## src/rtl/ysyx_22050612_pkg.sv

```systemverilog
// ---------------------------------------------------------------------------
// ysyx_22050612_pkg
// Shared definitions for the ysyx_22050612 pipeline writeback path.
//   XLEN        : integer register / result width
//   REG_ADDR_W  : register index width
//   wb_entry_t  : one pending register-file write {rd, data}
//   source_t    : which producer a writeback slot belongs to
// ---------------------------------------------------------------------------
package ysyx_22050612_pkg;

    localparam int XLEN       = 64;
    localparam int REG_ADDR_W = 5;

    typedef struct packed {
        logic [REG_ADDR_W-1:0] rd;
        logic [XLEN-1:0]       data;
    } wb_entry_t;

    typedef enum logic {
        SRC_EXU = 1'b0,
        SRC_LSU = 1'b1
    } source_t;

endpackage : ysyx_22050612_pkg

```

## src/rtl/ysyx_22050612_sync_fifo.sv

```systemverilog
// ---------------------------------------------------------------------------
// ysyx_22050612_sync_fifo
// Generic single-clock FIFO with synchronous active-high reset.
// Ports:
//   clk, rst : clock and synchronous reset (empties the FIFO)
//   push, din: write request and data; ignored while full
//   pop      : read request; ignored while empty
//   dout     : head entry (valid while !empty)
//   full, empty, count : occupancy status (count is log2(DEPTH)+1 bits)
// A push is not pop-aware: a full FIFO rejects a push even when the head
// is leaving on the same edge.
// ---------------------------------------------------------------------------
module ysyx_22050612_sync_fifo
    import ysyx_22050612_pkg::*;
#(
    parameter int WIDTH = XLEN,
    parameter int DEPTH = 2
) (
    input  logic                       clk,
    input  logic                       rst,
    input  logic                       push,
    input  logic [WIDTH-1:0]           din,
    input  logic                       pop,
    output logic [WIDTH-1:0]           dout,
    output logic                       full,
    output logic                       empty,
    output logic [$clog2(DEPTH):0]     count
);

    localparam int PW = $clog2(DEPTH);
    localparam logic [PW:0] DEPTH_CNT = DEPTH[PW:0];

    logic [WIDTH-1:0] mem [DEPTH];
    logic [PW-1:0]    wr_ptr;
    logic [PW-1:0]    rd_ptr;
    logic             push_ok;
    logic             pop_ok;

    assign full    = (count == DEPTH_CNT);
    assign empty   = (count == '0);
    assign push_ok = push && !full;
    assign pop_ok  = pop && !empty;
    assign dout    = mem[rd_ptr];

    // Storage is not reset; entries are only observable through count.
    always_ff @(posedge clk) begin
        if (push_ok) begin
            mem[wr_ptr] <= din;
        end
    end

    // Pointers wrap naturally because DEPTH is a power of two.
    always_ff @(posedge clk) begin
        if (rst) begin
            wr_ptr <= '0;
            rd_ptr <= '0;
            count  <= '0;
        end else begin
            if (push_ok) begin
                wr_ptr <= wr_ptr + 1'b1;
            end
            if (pop_ok) begin
                rd_ptr <= rd_ptr + 1'b1;
            end
            case ({push_ok, pop_ok})
                2'b10:   count <= count + 1'b1;
                2'b01:   count <= count - 1'b1;
                default: count <= count;
            endcase
        end
    end

endmodule : ysyx_22050612_sync_fifo

```

## src/rtl/ysyx_22050612_wbu.sv

```systemverilog
// ---------------------------------------------------------------------------
// ysyx_22050612_wbu
// Writeback unit: sole writer of the integer register file write port.
// EXU results are queued in a small FIFO; LSU results are taken directly
// with a valid/ready handshake. One write per cycle is chosen round-robin
// and registered onto rf_wen/rf_waddr/rf_wdata.
// Ports:
//   clk, rst                    : clock, synchronous active-high reset
//   exu_valid/exu_ready/exu_rd/exu_data : EXU result push (ready = !full)
//   lsu_valid/lsu_ready/lsu_rd/lsu_data : LSU result (ready = granted now)
//   rf_wen/rf_waddr/rf_wdata    : registered register-file write port
//   retire_cnt                  : number of writes performed (rd != 0)
// ---------------------------------------------------------------------------
module ysyx_22050612_wbu
    import ysyx_22050612_pkg::*;
#(
    parameter int ADDR_WIDTH = REG_ADDR_W,
    parameter int DATA_WIDTH = XLEN,
    parameter int EXU_DEPTH  = 2
) (
    input  logic                  clk,
    input  logic                  rst,
    input  logic                  exu_valid,
    output logic                  exu_ready,
    input  logic [ADDR_WIDTH-1:0] exu_rd,
    input  logic [DATA_WIDTH-1:0] exu_data,
    input  logic                  lsu_valid,
    output logic                  lsu_ready,
    input  logic [ADDR_WIDTH-1:0] lsu_rd,
    input  logic [DATA_WIDTH-1:0] lsu_data,
    output logic                  rf_wen,
    output logic [ADDR_WIDTH-1:0] rf_waddr,
    output logic [DATA_WIDTH-1:0] rf_wdata,
    output logic [63:0]           retire_cnt
);

    localparam int EW = ADDR_WIDTH + DATA_WIDTH;
    localparam int CW = $clog2(EXU_DEPTH) + 1;

    logic [EW-1:0]         fifo_dout;
    logic                  fifo_full;
    logic                  fifo_empty;
    logic [CW-1:0]         fifo_count;
    logic                  fifo_pop;

    logic                  req_lsu;
    logic                  req_exu;
    logic                  grant_lsu;
    logic                  grant_exu;
    logic                  granted;
    logic [ADDR_WIDTH-1:0] sel_rd;
    logic [DATA_WIDTH-1:0] sel_data;
    source_t               rr_last;

    ysyx_22050612_sync_fifo #(
        .WIDTH (EW),
        .DEPTH (EXU_DEPTH)
    ) u_exu_fifo (
        .clk   (clk),
        .rst   (rst),
        .push  (exu_valid),
        .din   ({exu_rd, exu_data}),
        .pop   (fifo_pop),
        .dout  (fifo_dout),
        .full  (fifo_full),
        .empty (fifo_empty),
        .count (fifo_count)
    );

    assign exu_ready = !fifo_full;

    // On a conflict the source that did not win the previous conflict wins.
    // lsu_ready must not depend on exu_valid, only on FIFO occupancy.
    always_comb begin
        req_lsu   = lsu_valid;
        req_exu   = (fifo_count != '0);
        grant_lsu = req_lsu && (!req_exu || rr_last == SRC_EXU);
        grant_exu = req_exu && (!req_lsu || rr_last == SRC_LSU);
        granted   = grant_lsu || grant_exu;
        sel_rd    = lsu_rd;
        sel_data  = lsu_data;
        if (grant_exu) begin
            sel_rd   = fifo_dout[EW-1 -: ADDR_WIDTH];
            sel_data = fifo_dout[DATA_WIDTH-1:0];
        end
    end

    assign lsu_ready = grant_lsu;
    // The empty qualifier is already implied by the grant; kept as a guard.
    assign fifo_pop  = grant_exu && !fifo_empty;

    // Output register: x0 results are consumed but never written, and the
    // address/data hold whenever no write is performed.
    always_ff @(posedge clk) begin
        if (rst) begin
            rf_wen     <= 1'b0;
            rf_waddr   <= '0;
            rf_wdata   <= '0;
            retire_cnt <= '0;
            rr_last    <= SRC_EXU;
        end else begin
            if (req_lsu && req_exu) begin
                rr_last <= grant_lsu ? SRC_LSU : SRC_EXU;
            end
            if (granted && sel_rd != '0) begin
                rf_wen     <= 1'b1;
                rf_waddr   <= sel_rd;
                rf_wdata   <= sel_data;
                retire_cnt <= retire_cnt + 64'd1;
            end else begin
                rf_wen <= 1'b0;
            end
        end
    end

endmodule : ysyx_22050612_wbu

```

## config.mk

```make
export PLATFORM = sky130hd
export DESIGN_NAME = ysyx_22050612_wbu
export DESIGN_NICKNAME = d
export VERILOG_FILES = /design/src/rtl/ysyx_22050612_pkg.sv /design/src/rtl/ysyx_22050612_sync_fifo.sv /design/src/rtl/ysyx_22050612_wbu.sv
export SDC_FILE = /design/constraint.sdc
export NUM_CORES = 1
export LEC_CHECK = 0
export BUFFER_PORTS_ARGS = -buffer_cell sky130_fd_sc_hd__buf_2
export CORE_MARGIN = 2
export CORE_UTILIZATION = 50
export CTS_CLUSTER_DIAMETER = 30
export DETAILED_ROUTE_END_ITERATION = 7
export PLACE_DENSITY = 0.75
export SLEW_MARGIN = 15
export SYNTH_ARGS = -nofsm -noshare
export SYNTH_HDL_FRONTEND = slang
export SYNTH_SLANG_ARGS = --single-unit
```

## constraint.sdc

```tcl
create_clock -name clk -period 6.7 [get_ports clk]
set_input_delay 1.34 -clock clk [delete_from_list [all_inputs] [get_ports clk]]
set_output_delay 1.34 -clock clk [all_outputs]
set_load 0.005 [all_outputs]
```

# --- Yosys cells after proc, flatten, opt, wreduce, memory -nomap -nowiden ---
# Memory sizes are Yosys's and may differ from the RTL's. A register that Yosys moved wholly into a read port is not among the register bits.
# Index checks and enable logic that the tools add are counted.
op_classes:
  add_sub_neg: 5
  multipliers: 0
  div_mod_pow: 0
  n_lt_le_gt_ge: 0
  n_eq_ne: 3
  shifts: 0
  mux: 9
  n_bitwise: 1
  reduce_logical: 18
op_table:
  columns: ["cell", "n"]
  rows:
  - ["adder 64 x 1 -> 64 bit (second input constant)", 1]
  - ["2-to-1 mux 64 bit", 1]
  - ["logical AND 1 bit", 7]
  - ["2-to-1 mux 1 bit", 6]
  - ["2-to-1 mux 5 bit", 1]
  - ["nonzero test 5 bit", 1]
  - ["== test 2 bit (second input constant)", 2]
  - ["logical NOT 1 bit", 4]
  - ["case mux 2 bit (2 select lines)", 1]
  - ["nonzero test 2 bit", 2]
  - ["logical OR 1 bit", 3]
  - ["adder 1 bit (second input constant)", 2]
  - ["adder 2 x 1 -> 2 bit (second input constant)", 1]
  - ["== test 2 x 1 -> 1 bit (second input constant)", 1]
  - ["logical NOT 2 bit", 1]
  - ["subtractor 2 x 1 -> 2 bit (second input constant)", 1]
  - ["inverter 1 bit", 1]
totals:
  regBits: 139
  latchBits: 0
  ramBits: 138
  romBits: 0
  input_bits: 142
  output_inout_bits: 136
  elab_cells: 45
  memories: 1
memory_table:
  columns: ["name", "words", "word_bits", "rd", "rd_clocked_by_memory_dff", "write_ports", "line_no", "rtl"]
  rows:
  - ["u_exu_fifo.mem", 2, 69, 1, 1, 1, "ysyx_22050612_sync_fifo.sv:33", "logic [WIDTH-1:0] mem [DEPTH];"]

# --- Depth between registers and ports, before layout ---
# Gate-level depths: netlist of the first run.
logic_depth:
  depth_word: 7
  depth_mapped: 9
  ltp_nobuf: 7

# --- Hierarchy ---
# From an unflattened synthesis of the first run, not the netlist that was laid out.
hier_totals:
  hier_cells: 1029
  area_unflattened_um2: 12438.2
by_module_without_submodules:
  columns: ["module", "n_inst", "cells_per_inst", "area_per_inst_um2", "seq_area_each_um2"]
  rows:
  - ["ysyx_22050612_wbu", 1, 788, 7248.2, 2702.6]
  - ["ysyx_22050612_sync_fifo", 1, 241, 5190.0, 4244.1]

# --- Worst setup path before layout of the first run ---
# No wires, ideal clock.
synth_path:
  path_type: "input port to flip-flop"
  startpoint: "input port exu_valid"
  endpoint: "memory u_exu_fifo.mem[0][0] in the netlist's numbering (enable)"
  setup_time_ns: 0.496
  arrival_ns: 4.314
  slack_ns: 1.890
  cell_stages: 2
  path_cell_list: "nand2_1 -> nor2_1"
synth_between:
  elab_chain_len: 3
synth_rtl:
  columns: ["element", "line_no", "rtl"]
  rows:
  - ["from (decl)", "ysyx_22050612_wbu.sv:23", "input logic exu_valid,"]
  - ["logical AND 1 bit", "ysyx_22050612_sync_fifo.sv:41", "assign push_ok = push && !full;"]
  - ["2-to-1 mux 1 bit", "ysyx_22050612_sync_fifo.sv:47", "if (push_ok) begin"]
  - ["2-to-1 mux 1 bit (not written as such)", "ysyx_22050612_sync_fifo.sv:48", "mem[wr_ptr] <= din;"]
  - ["to (decl)", "ysyx_22050612_sync_fifo.sv:33", null]
# Every way passes these cells.

# --- Worst setup path after layout of the first run ---
layout_path:
  startpoint: "input port lsu_rd[3]"
  endpoint: "register rf_wdata[30]"
layout_between:
  elab_chain_len: 3
layout_rtl:
  columns: ["element", "line_no", "rtl"]
  rows:
  - ["from (decl)", "ysyx_22050612_wbu.sv:29", "input logic [ADDR_WIDTH-1:0] lsu_rd,"]
  - ["2-to-1 mux 5 bit", "ysyx_22050612_wbu.sv:82", "if (grant_exu) begin"]
  - ["nonzero test 5 bit", "ysyx_22050612_wbu.sv:105", "if (granted && sel_rd != '0) begin"]
  - ["logical AND 1 bit", "ysyx_22050612_wbu.sv:105", null]
  - ["to (signal assigned)", "ysyx_22050612_wbu.sv:108", "rf_wdata <= sel_data;"]
  - ["to (decl)", "ysyx_22050612_wbu.sv:33", "output logic [DATA_WIDTH-1:0] rf_wdata,"]
# Every way passes these cells.
# A chain may end at the register's enable or synchronous reset.

==> results of run 1 <==
[cell families after synthesis]
group                      Yosys count
adders and majority gates            2
buffers and inverters               75
and+or+nand+nor                    383
xor gates and xnor gates            39
AOI/OAI and AO/OA                  198
muxes                               71
DFF                                278
[layout by cell type, fill, tap and decap left out, types with 3 or more instances in the layout]
cell,count
nand4_1,24
a21oi_1,95
nor2_1,58
bufinv_16,10
nor3b_1,3
buf_4,9
clkbuf_8,6
o21a_1,3
clkinvlp_4,7
nor4_1,27
mux2i_1,69
inv_1,11
nand3_1,25
o21ai_0,18
a31o_2,3
and4_1,5
inv_6,6
xnor2_1,33
diode_2,7
and3_1,9
or4_1,6
a211oi_1,3
nor3_1,10
edfxtp_1,138
or3_1,22
buf_2,276
clkbuf_1,6
nor4b_1,7
clkinv_4,5
xor2_1,6
dfxtp_1,139
o211ai_1,67
nand2_1,171
clkinv_2,6
clkbuf_16,61
[final timing paths]
check | end | slack, ns | cells after the start
min reg2reg | rf_wdata[40] | 0.45 | 2
max | rf_wdata[30] | 2.88 | 8
min | rf_wdata[40] | 0.45 | 2
max reg2reg | u_exu_fifo.count[1] | 3.70 | 7
[where the power goes]
part	switching [mW]	internal, mW
Clock	0.922	2.11
Sequential	0.137	2.11
Combinational	0.769	0.469
Total	1.83	4.68
[critical path: stages]
cell	delay (ns)
buf_2	0.11
or4_1	0.60
a211oi_1	0.38
o21ba_2	0.26
nand2_2	0.81
buf_4	0.47
nand2_1	0.12
a21oi_1	0.17
[routing by layer]
| layer | up-vias | track usage, % |
|---|---|---|
| met5 | - | 0 |
| met4 | 4 | 8.951 |
| met3 | 67 | 7.061 |
| met2 | 398 | 41.33 |
| met1 | 4451 | 30.97 |
| li1 | 4457 | - |
[state kept, by name, summed over array words and instances, names as in the netlist, 2 cells and up, named ones only]
| register | cells |
|---|---|
| rf_wdata | 64 |
| rf_waddr | 5 |
| u_exu_fifo.count | 2 |
| retire_cnt | 64 |
| u_exu_fifo.mem | 138 |
[final cells by class]
class / instances / area (sq um)
Sequential cell: 278 / 6950
Fill cell: 1695 / 7411
Multi-Input combinational cell: 693 / 4156
Timing Repair Buffer: 285 / 1449
Antenna cell: 7 / 17.52
Clock inverter: 35 / 483.0
Clock buffer: 73 / 1632
Tap cell: 285 / 356.6
Inverter: 12 / 47.55
[per-stage QoR]
stage | instance area [sq um] | power, mW | util [%] | hold slack (ns) | setup WS, ns
after global placement | 12960 | 3.477 | 57.59 | 0.4397 | 2.459
after global routing | 15090 | 6.775 | 67.04 | 0.4702 | 2.702
final | 15090 | 6.508 | 67.07 | 0.4493 | 2.879
after CTS | 15070 | 6.552 | 66.99 | 0.4496 | 2.860
after floorplan | 11370 | 3.072 | - | 0.4527 | 1.890
after detailed placement | 12960 | 3.507 | 57.59 | 0.4434 | 2.328
==> flow_metrics.env, run 1 <==
export IMPL_ys_seq_elements=278
export IMPL_die_area_sq_um=23960
export IMPL_synth_edff_count=138
export IMPL_synthTopCellsByCount="nand2_1, dfxtp_1, edfxtp_1"
export IMPL_initial_core_util_pct=50.53
export IMPL_firstDrtPassIters=5
export IMPL_drive_above_1_share_pct=29.43
export IMPL_io_pin_count=278
export IMPL_synth_top_family_by_area="simple AND/OR/NAND/NOR gates"
export IMPL_critical_path_required_ns=7.17
export IMPL_cp_startpoint="lsu_rd[3]"
export IMPL_die_x_um=154.8
export IMPL_yosysWarningCount=0
export IMPL_hold_viol_final=0
export IMPL_cts_buffer_depth=3
export IMPL_rows=55
export IMPL_slew_viol_final=0
export IMPL_irDropWorstVdd_v=0.0002624
export IMPL_synth_simple_area_share_pct=16.23
export IMPL_netlist_area_sq_um=11370
export IMPL_wl_um=30530
export IMPL_clkLatencyLatePin_ns=0.55
export IMPL_post_route_min_period_ns=3.821
export IMPL_synth_top_area_share_pct=36.44
export IMPL_vias=9377
export IMPL_clk_pin_slew_worst_paths_ns=0.06
export IMPL_grt_total_usage_pct=24.80
export IMPL_ant_nets=0
export IMPL_yosysMostFrequentCell="nand2_1"
export IMPL_grt_pass1_vias=9111
export IMPL_fin_tns_setup_ns=0
export IMPL_wl_met3_um=2676
export IMPL_cts_tree="done"
export IMPL_cts_root_buf="clkbuf_16"
export IMPL_synth_compound_area_share_pct=10.63
export IMPL_synth_mux_area_share_pct=6.272
export IMPL_htree_levels=2
export IMPL_place_port_buffers=277
export IMPL_slew_headroom_pct=25.16
export IMPL_rsz0062_at_grt="false"
export IMPL_postCtsSetupRepairBufs=0
export IMPL_first_iter_violations=609
export IMPL_syn_nets=1190
export IMPL_worst_endpoint_arrival_ns=4.29
export IMPL_p_leak_nw=5.676
export IMPL_cts_sinks=278
export IMPL_place_inst=1553
export IMPL_synth_seq_area_share_pct=61.09
export IMPL_cts_made_buffers=58
export IMPL_grt_max_degree=79
export IMPL_antenna_found_initial=10
export IMPL_maxCapViolations=0
export IMPL_drc=0
export IMPL_fin_crit_sh_pct=57.02
export IMPL_r2r_start="u_exu_fifo.count[0]"
export IMPL_overflow=0
export IMPL_yosysUniqueCellTypes=47
export IMPL_syn_area_per_cell_sq_um=10.87
export IMPL_worstHoldPathType="reg2reg"
export IMPL_m1WireLength_um=12400
export IMPL_path_max_fanout=49
export IMPL_setup_worst_path_class="in2reg"
export IMPL_viasPerCell=5.622
export IMPL_post_cts_resized=0
export IMPL_tightestPinTransition_ns=1.119
export IMPL_wl_met2_um=14610
export IMPL_syn_inst=1046
export IMPL_yosys_most_used_dff="dfxtp_1"
export IMPL_startpoint_type="input port"
export IMPL_end_kind="register"
export IMPL_synth_area_leader_cell="edfxtp_1"
export IMPL_setup_violations=0
export IMPL_final_cells=1668
export IMPL_synthTopCellsByArea="edfxtp_1, dfxtp_1, mux2i_1"
export IMPL_dr_max_layer_used="met5"
export IMPL_fmax_mhz=261.7
export IMPL_core_sq_um=22500
export IMPL_postCtsHoldBufs=0
export IMPL_cellPowerDensity_nw_per_um2=431.2
export IMPL_hold_start="rf_wdata[40]"
export IMPL_areaGrowthSynthToFinish_pct=32.72
export IMPL_synthXorXnorAreaFrac_pct=3.004
export IMPL_synthArstFlopShare_pct=0
export IMPL_fp_dieH_um=154.8
export IMPL_grt_pass1_wl_um=47330
export IMPL_clock_skew_ns=0.02160
export IMPL_synth_fa_ha_area_share_pct=0.2201
export IMPL_outcome="finished clean"
export IMPL_nNetsFinal=1472
export IMPL_dp_hpwl_um=19440
export IMPL_wire_per_inst_um=18.30
export IMPL_place_gp_congestion=0.9213
Power figures use the tool's default switching activity.
==> run 2: changes to the inputs <==
Settings changed: ABC_AREA set to 1, CORE_UTILIZATION 50 to 49, PLACE_DENSITY 0.75 to 0.76.
Clock period 6.7 ns to 3.5 ns, I/O delays scaled along.
==> flow_metrics.env, run 2 <==
export IMPL_clk_pin_slew_worst_paths_ns=0.06
export IMPL_fin_tns_setup_ns=0
export IMPL_drive_above_1_share_pct=21.46
export IMPL_die_area_sq_um=26910
export IMPL_synth_top_area_share_pct=33.02
export IMPL_hold_viol_final=0
export IMPL_grt_max_degree=129
export IMPL_synth_edff_count=138
export IMPL_worstHoldPathType="in2reg"
export IMPL_final_area_sq_um=16100
export IMPL_synth_area_leader_cell="edfxtp_1"
export IMPL_yosysWarningCount=0
export IMPL_yosysMostFrequentCell="nand2_1"
export IMPL_mostFrequentLayoutCells="nand2_1, nor2_1, buf_2"
export IMPL_path_max_fanout=40
export IMPL_post_route_min_period_ns=2.445
export IMPL_largestRegisters="u_exu_fifo.mem (138), retire_cnt (64), rf_wdata (64)"
export IMPL_rows=58
export IMPL_syn_area_per_cell_sq_um=7.834
export IMPL_outcome="finished clean"
export IMPL_irDropWorstVdd_v=0.0007154
export IMPL_yosysUniqueCellTypes=29
export IMPL_startpoint_type="register"
export IMPL_drc=0
export IMPL_regMostFlops="u_exu_fifo.mem"
export IMPL_dp_hpwl_um=25080
export IMPL_yosys_most_used_dff="dfxtp_1"
export IMPL_critical_path_required_ns=4.00
export IMPL_areaGrowthSynthToFinish_pct=28.27
export IMPL_synthArstFlopShare_pct=0
export IMPL_end_kind="register"
export IMPL_layout_commonest_cell="nand2_1"
export IMPL_nNetsFinal=2016
export IMPL_r2r_start="u_exu_fifo.count[1]"
export IMPL_setup_ws_ns=1.055
export IMPL_synth_seq_area_share_pct=55.35
export IMPL_min_path_cells=1
export IMPL_place_gp_congestion=0.9345
export IMPL_netlist_area_sq_um=12550
export IMPL_place_port_buffers=277
export IMPL_hold_start="exu_data[33]"
export IMPL_wl_um=37180
export IMPL_slew_viol_final=0
export IMPL_rsz0062_at_grt="false"
export IMPL_initial_core_util_pct=49.84
export IMPL_syn_inst=1602
export IMPL_firstDrtPassIters=7
export IMPL_first_iter_violations=1032
export IMPL_cts_root_buf="clkbuf_16"
export IMPL_p_leak_nw=6.993
export IMPL_cellPowerDensity_nw_per_um2=791.5
export IMPL_place_area_sq_um=14190
export IMPL_setup_violations=0
export IMPL_r2r_setup_slack_ns=1.06
export IMPL_core_sq_um=25180
export IMPL_setup_worst_path_class="reg2reg"
export IMPL_post_cts_resized=0
export IMPL_cts_sinks=278
export IMPL_postCtsSetupRepairBufs=0
export IMPL_vias=11870
export IMPL_fin_crit_sh_pct=69.85
export IMPL_postCtsHoldBufs=0
export IMPL_largest_reg_flops=138
export IMPL_cts_buffer_depth=3
export IMPL_antenna_found_initial=15
export IMPL_worst_endpoint_arrival_ns=2.94
export IMPL_io_pin_count=278
export IMPL_viasPerCell=5.269
export IMPL_maxCapViolations=0
export IMPL_dp_slack_ns=0.5764
export IMPL_final_core_util_pct=63.93
export IMPL_slew_headroom_pct=46.81
export IMPL_wire_per_inst_um=16.51
export IMPL_ant_nets=0
export IMPL_hold_path_end="u_exu_fifo.mem[1][33]"
export IMPL_syn_nets=1746
export IMPL_synthTopCellsByCount="nand2_1, nor2_1, a21oi_1"
export IMPL_grt_total_usage_pct=27.09
export IMPL_grt_pass1_wl_um=57770
export IMPL_fp_dieH_um=164.0
export IMPL_tightestPinTransition_ns=0.7966
export IMPL_clkLatencyLatePin_ns=0.56
export IMPL_cts_tree="done"
export IMPL_htree_levels=2
export IMPL_clock_skew_ns=0.02647
export IMPL_cts_made_buffers=54
export IMPL_fmax_mhz=409.1
export IMPL_r2r_end="rf_wdata[58]"
export IMPL_ys_seq_elements=278
export IMPL_die_x_um=164.0
export IMPL_synthTopCellsByArea="edfxtp_1, dfxtp_1, nand2_1"
export IMPL_reg2reg_depth=10
export IMPL_grt_pass1_vias=11450
export IMPL_overflow=0
[run 2: worst max-delay path, stage by stage, from the launching register on]
cell and delay [ns]:
dfxtp_1 0.34, nor2_2 0.24, nor2_4 0.09, nand2_1 0.08, nand2_1 0.10, nand3_1 0.15
o21bai_4 0.11, inv_2 0.60, buf_4 0.45, nor2_1 0.10, nor2_1 0.11
[run 2: cell type report]
class,count,area [sq um]
repair buffers,294,1564
diodes,7,17.52
inverters,76,287.8
clock buffers,61,1408
flip-flops and latches,278,6948
multi-input cells,1168,4980
clock inverters,38,480.5
fillers,2090,9084
well taps,330,412.9
[run 2: worst max-delay path by stage]
stage                                      end  cells after the start           startpoint  slack [ns]
after floorplan           u_exu_fifo.mem[1][0]                      2            exu_valid        0.46
after global placement             rf_waddr[3]                     13            lsu_valid        0.70
after detailed placement          rf_wdata[58]                     12            lsu_valid        0.58
after CTS                         rf_wdata[58]                     10  u_exu_fifo.count[1]        1.05
after global routing              rf_wdata[54]                     10  u_exu_fifo.count[1]        0.85
final                             rf_wdata[58]                     10  u_exu_fifo.count[1]        1.06
[run 2: power by group]
part	leakage (nW)	switching [mW]	total (mW)	internal (mW)
registers	2.44	0.296	4.39	4.09
clock network	0.903	1.85	5.24	3.39
logic	3.65	2.04	3.11	1.07
total	6.99	4.18	12.7	8.56
[run 2: per-layer routing]
layer  track usage, %  vias to the layer above  share of wire [%]
met5                0                        -               0.31
met4            10.77                       18                3.8
met3            8.056                      115                8.8
met2            45.23                      493                 47
met1            32.94                     5435                 40
li1                 -                     5804                  -
[run 2: logic make-up (layout without fill, tap and decap cells)]
logic type	Yosys count	after routing	synth area share, %
buf+inv	156	469	5.144
flops	278	278	55.35
simple gates	964	964	31.05
xor+xnor	2	2	0.1396
compound gates	200	200	8.116
fa+ha+maj	2	2	0.1994
other cells	0	7	0
[run 2: through the flow]
step                      cells  hold slack [ns]  power (mW)
after CTS                  2245           0.3053       12.78
after detailed placement   2146           0.4436       7.531
final                      2252           0.3161       12.74
after floorplan            1602           0.4258       6.454
after global placement     2146           0.4334       7.429
after global routing       2247           0.3070       13.35
